`config.mk`:
```
export PLATFORM = sky130hd
export DESIGN_NAME = pb_conditioner
export DESIGN_NICKNAME = d
export VERILOG_FILES = /design/src/rtl/pb_conditioner_pkg.sv /design/src/rtl/pb_conditioner_sync.sv /design/src/rtl/pb_conditioner.sv
export SDC_FILE = /design/constraint.sdc
export NUM_CORES = 1
export LEC_CHECK = 0
export CAP_MARGIN = 20
export CORE_ASPECT_RATIO = 0.9
export CORE_MARGIN = 4
export CORE_UTILIZATION = 59
export CTS_CLUSTER_DIAMETER = 30
export DETAILED_ROUTE_END_ITERATION = 10
export DONT_BUFFER_PORTS = 1
export GPL_ROUTABILITY_DRIVEN = 0
export PLACE_DENSITY = 0.76
export SYNTH_ARGS = -nofsm -noshare
export SYNTH_HDL_FRONTEND = slang
export SYNTH_HIERARCHICAL = 1
export SYNTH_SLANG_ARGS = --single-unit
export TNS_END_PERCENT = 20
```
`constraint.sdc`:
```
create_clock -name CLK -period 1.93 [get_ports CLK]
set_input_delay 0.2895 -clock CLK [delete_from_list [all_inputs] [get_ports CLK]]
set_output_delay 0.2895 -clock CLK [all_outputs]
set_load 0.01 [all_outputs]
```
`src/rtl/pb_conditioner_pkg.sv`:
```
// Shared types and default timing constants for the push-button conditioner.
package pb_conditioner_pkg;

  typedef enum logic [1:0] {
    IDLE   = 2'd0,
    DELAY  = 2'd1,
    REPEAT = 2'd2
  } rep_state_t;

  localparam logic [31:0] REP_DLY_DEFAULT = 32'd5000000;
  localparam logic [31:0] REP_PER_DEFAULT = 32'd1000000;

endpackage

```
`src/rtl/pb_conditioner_sync.sv`:
```
// Two-flop synchronizer for an asynchronous level; reset value is a parameter.
module sync_2ff #(
  parameter logic RST_VAL = 1'b0
) (
  input  logic CLK,
  input  logic RST,
  input  logic d,
  output logic q
);

  logic meta;

  always_ff @(posedge CLK) begin
    if (RST) begin
      meta <= RST_VAL;
      q    <= RST_VAL;
    end else begin
      meta <= d;
      q    <= meta;
    end
  end

endmodule

```
`src/rtl/pb_conditioner.sv`:
```
// Push-button debouncer with press/release pulses and optional auto-repeat.
// Auto-repeat is built only when PB_CONDITIONER_REPEAT_EN is defined; otherwise PB_rep is 0.
module pb_conditioner
  import pb_conditioner_pkg::*;
#(
  parameter int          CNT_W   = 16,
  parameter logic [31:0] REP_DLY = REP_DLY_DEFAULT,
  parameter logic [31:0] REP_PER = REP_PER_DEFAULT
) (
  input  logic CLK,
  input  logic RST,
  input  logic PB,
  output logic PB_state,
  output logic PB_down,
  output logic PB_up,
  output logic PB_rep
);

  logic             sync;
  logic [CNT_W-1:0] cnt;
  logic             mismatch;
  logic             expire;
  logic             press_evt;
  logic             release_evt;
  logic             state_nxt;

  // Synchronizer resets to 1 so a released button is the idle level.
  sync_2ff #(.RST_VAL(1'b1)) u_sync (
    .CLK (CLK),
    .RST (RST),
    .d   (PB),
    .q   (sync)
  );

  assign mismatch    = (~sync) != PB_state;
  assign expire      = mismatch && (cnt == {CNT_W{1'b1}});
  assign press_evt   = expire && !PB_state;
  assign release_evt = expire && PB_state;
  assign state_nxt   = PB_state ^ expire;

  always_ff @(posedge CLK) begin
    if (RST) begin
      cnt      <= '0;
      PB_state <= 1'b0;
      PB_down  <= 1'b0;
      PB_up    <= 1'b0;
    end else begin
      if (!mismatch || expire) cnt <= '0;
      else                     cnt <= cnt + 1'b1;
      PB_state <= state_nxt;
      PB_down  <= press_evt;
      PB_up    <= release_evt;
    end
  end

`ifdef PB_CONDITIONER_REPEAT_EN
  rep_state_t  rep_state;
  rep_state_t  rep_state_nxt;
  logic [31:0] timer;
  logic [31:0] timer_nxt;
  logic        rep_nxt;

  always_ff @(posedge CLK) begin
    if (RST) begin
      rep_state <= IDLE;
      timer     <= '0;
      PB_rep    <= 1'b0;
    end else begin
      rep_state <= rep_state_nxt;
      timer     <= timer_nxt;
      PB_rep    <= rep_nxt;
    end
  end

  // Looking at state_nxt lets a coincident release win over a timer expiry.
  always_comb begin
    rep_state_nxt = rep_state;
    if (!state_nxt) begin
      rep_state_nxt = IDLE;
    end else begin
      case (rep_state)
        IDLE:    if (press_evt) rep_state_nxt = DELAY;
        DELAY:   if (timer == REP_DLY - 32'd1) rep_state_nxt = REPEAT;
        REPEAT:  rep_state_nxt = REPEAT;
        default: rep_state_nxt = IDLE;
      endcase
    end
  end

  always_comb begin
    timer_nxt = timer + 32'd1;
    rep_nxt   = 1'b0;
    if (!state_nxt) begin
      timer_nxt = '0;
    end else begin
      case (rep_state)
        IDLE: begin
          timer_nxt = '0;
          rep_nxt   = press_evt;
        end
        DELAY: begin
          if (timer == REP_DLY - 32'd1) begin
            timer_nxt = '0;
            rep_nxt   = 1'b1;
          end
        end
        REPEAT: begin
          if (timer == REP_PER - 32'd1) begin
            timer_nxt = '0;
            rep_nxt   = 1'b1;
          end
        end
        default: timer_nxt = '0;
      endcase
    end
  end
`else
  logic unused_rep_cfg;
  assign unused_rep_cfg = ^{REP_DLY, REP_PER};
  assign PB_rep         = 1'b0;
`endif

endmodule

```
==> summary.txt <==
CP Max Fanout -> 5
largest cells by area after synthesis -> dfxtp_1 47%, xnor2_1 9.8%, nor2_1 8.0%
Mapped Area -> 893 um2
initial core utilization -> 62.4%
status -> completed
Critical Path RT -> 2.17 ns
first-pass GRT wire length -> 2540 um
CTS tree -> yes
Syn Inst Count -> 93
Remaining DRCs -> 0
GRT busiest layer -> met2
initial antenna violation count -> 0
final hold violations -> 0
GR Util met3 -> 6.27%
Worst setup SP type -> register
Row Count -> 13
max-cap violation count -> 0
PnR worst setup slack -> 0.0792 ns
met2 Usage GRT -> 26.0%
crit end category -> register
Antenna diodes -> 0
total congestion overflow -> 0
YS warnings -> 6
worst min path class -> in -> reg
Reg2Reg Depth -> 6
GR Util met1 -> 17.0%
gr usage total -> 15.0%
largest net degree at the start of global routing -> 14
Clock Latency Late Sink -> 0.31 ns
Fin Clk Skew -> 0.0136 ns
Arr. time, crit path -> 2.09 ns
drt wl/cell -> 12.8 um
Post-DP HPWL -> 1070 um
Core ar. -> 0.00143 mm2
first-pass iteration count of the detailed router -> 3
Die Footprint -> 0.00220 mm2
commonest non-fill, non-tap cell in the layout -> dfxtp_1
vias in the first global route -> 587
die width -> 49.0 um
clk sinks -> 21
VDD IR-drop max -> 427 uV
sequential share of the synthesized area -> 47.1%
leak pwr -> 0.305 nW
commonest cells after routing, fill and taps aside -> 21 x dfxtp_1, 19 x nor2_1, 10 x xnor2_1
IO Pins -> 7
post-synth top area cell -> dfxtp_1
Iter 0 DRT Violations -> 7
Distinct cells, synth -> 22
Clock Path Buffers -> 2
final worst-path cycle share -> 95.9%
power per cell area -> 690 mW/mm2
port bufs -> 0
post-layout util -> 65.7%
net count reported at finish -> 104
Final Slew Violations -> 0
Yosys reg bits -> 21
Num CTS Buffers -> 3
layout cell share with drive strength beyond 1 -> 12.4%
Avg Inst Size Synth -> 9.61 um2
FMAX -> 540 MHz
Vias/cell -> 5.47
final setup violating endpoints -> 0
Reg clk slew, reported paths -> 0.12 ns
fin crit period -> 1.85 ns
H-tree depth -> 1
Via Count -> 613
Root Buffer -> clkbuf_4
Die Ht -> 44.9 um
Place WS -> 0.0771 ns
post-route antenna net violation count -> 0
critical path type -> reg -> reg
Syn-to-layout area delta -> 5.32%
share of Yosys cell area claimed by the top area cell type -> 47.1%
Post-Syn Nets -> 99
Hold Crit Depth -> 1
routed wire length -> 1440 um
Fin Hold WS -> 0.0379 ns
-- report_power, final --
| part | total [mW] | switching (mW) | internal (mW) |
|---|---|---|---|
| sequential | 0.437 | 0.00119 | 0.436 |
| clock | 0.204 | 0.126 | 0.0773 |
| combinational | 0.00813 | 0.00508 | 0.00305 |
| total | 0.649 | 0.133 | 0.516 |
-- worst max-delay path: stages (launching register included) --
cell and delay (ns):
dfxtp_1 0.40, ha_1 0.23, nand3_2 0.10, or3_4 0.43, nor3_2 0.26, ha_1 0.27
nor2_1 0.11
-- metrics by stage --
stage / power (mW) / instance area [um2] / setup TNS (ns) / std cells
floorplan: 0.456 / 893 / 0 / 93
global placement: 0.454 / 908 / 0 / 108
detailed placement: 0.455 / 908 / 0 / 108
CTS: 0.657 / 936 / 0 / 112
global route: 0.680 / 941 / -0.00518 / 112
finish: 0.649 / 941 / 0 / 112
-- final timing paths --
kind                    to         from  slack [ns]
hold reg to reg   u_sync/q  u_sync/meta        0.42
hold / removal       PB_up          RST        0.04
setup / recovery  PB_state       cnt[0]        0.08
setup reg to reg  PB_state       cnt[0]        0.08
-- per-layer routing --
| metal | share of wire [%] | wire [um] | vias to the layer above |
|---|---|---|---|
| met3 | 4.3 | 62 | 2 |
| met1 | 45 | 648 | 287 |
| met2 | 50 | 717 | 11 |
| met4 | 0.70 | 10 | 0 |
| met5 | 0 | 0 | - |
| li1 | - | - | 313 |
-- sequential cells by signal, summed over array words and instances (netlist names) --
| signal | flops |
|---|---|
| PB_state | 1 |
| cnt | 16 |
| PB_down | 1 |
| PB_up | 1 |
| u_sync/meta | 1 |
| u_sync/q | 1 |
-- kinds of logic after synthesis --
kind of cell / synth area share [%]
simple gates: 27.7
flops: 47.1
xor+xnor: 14.7
buf+inv: 3.78
fa+ha+maj: 4.20
compound gates: 2.10
other cells: 0.420
-- synthesized netlist by cell type (all sizes together) --
cell,number
dfxtp,21
nor2,19
xnor2,10
nand4,5
xor2,5
inv,4
nand2,4
nand3,4
nor3,4
ha,3
nor4,3
or2,3
buf,2
nor2b,2
and4,1
conb,1
o21bai,1
or3,1
-- layout make-up --
type | instances | area (um2)
timing repair buffer | 2 | 15.0
sequential | 21 | 420
clock buffer | 3 | 22.5
inverter | 4 | 15.0
fill | 119 | 490
clock inverter | 1 | 5.00
tap | 15 | 18.8
multi-input combinational | 66 | 444
-- repair_timing --
item,CTS,global route
setup buffers,0,0
setup endpoints to repair,0,1
resized for setup,0,1
hold buffers,0,0
Power figures use the tool's default switching activity.
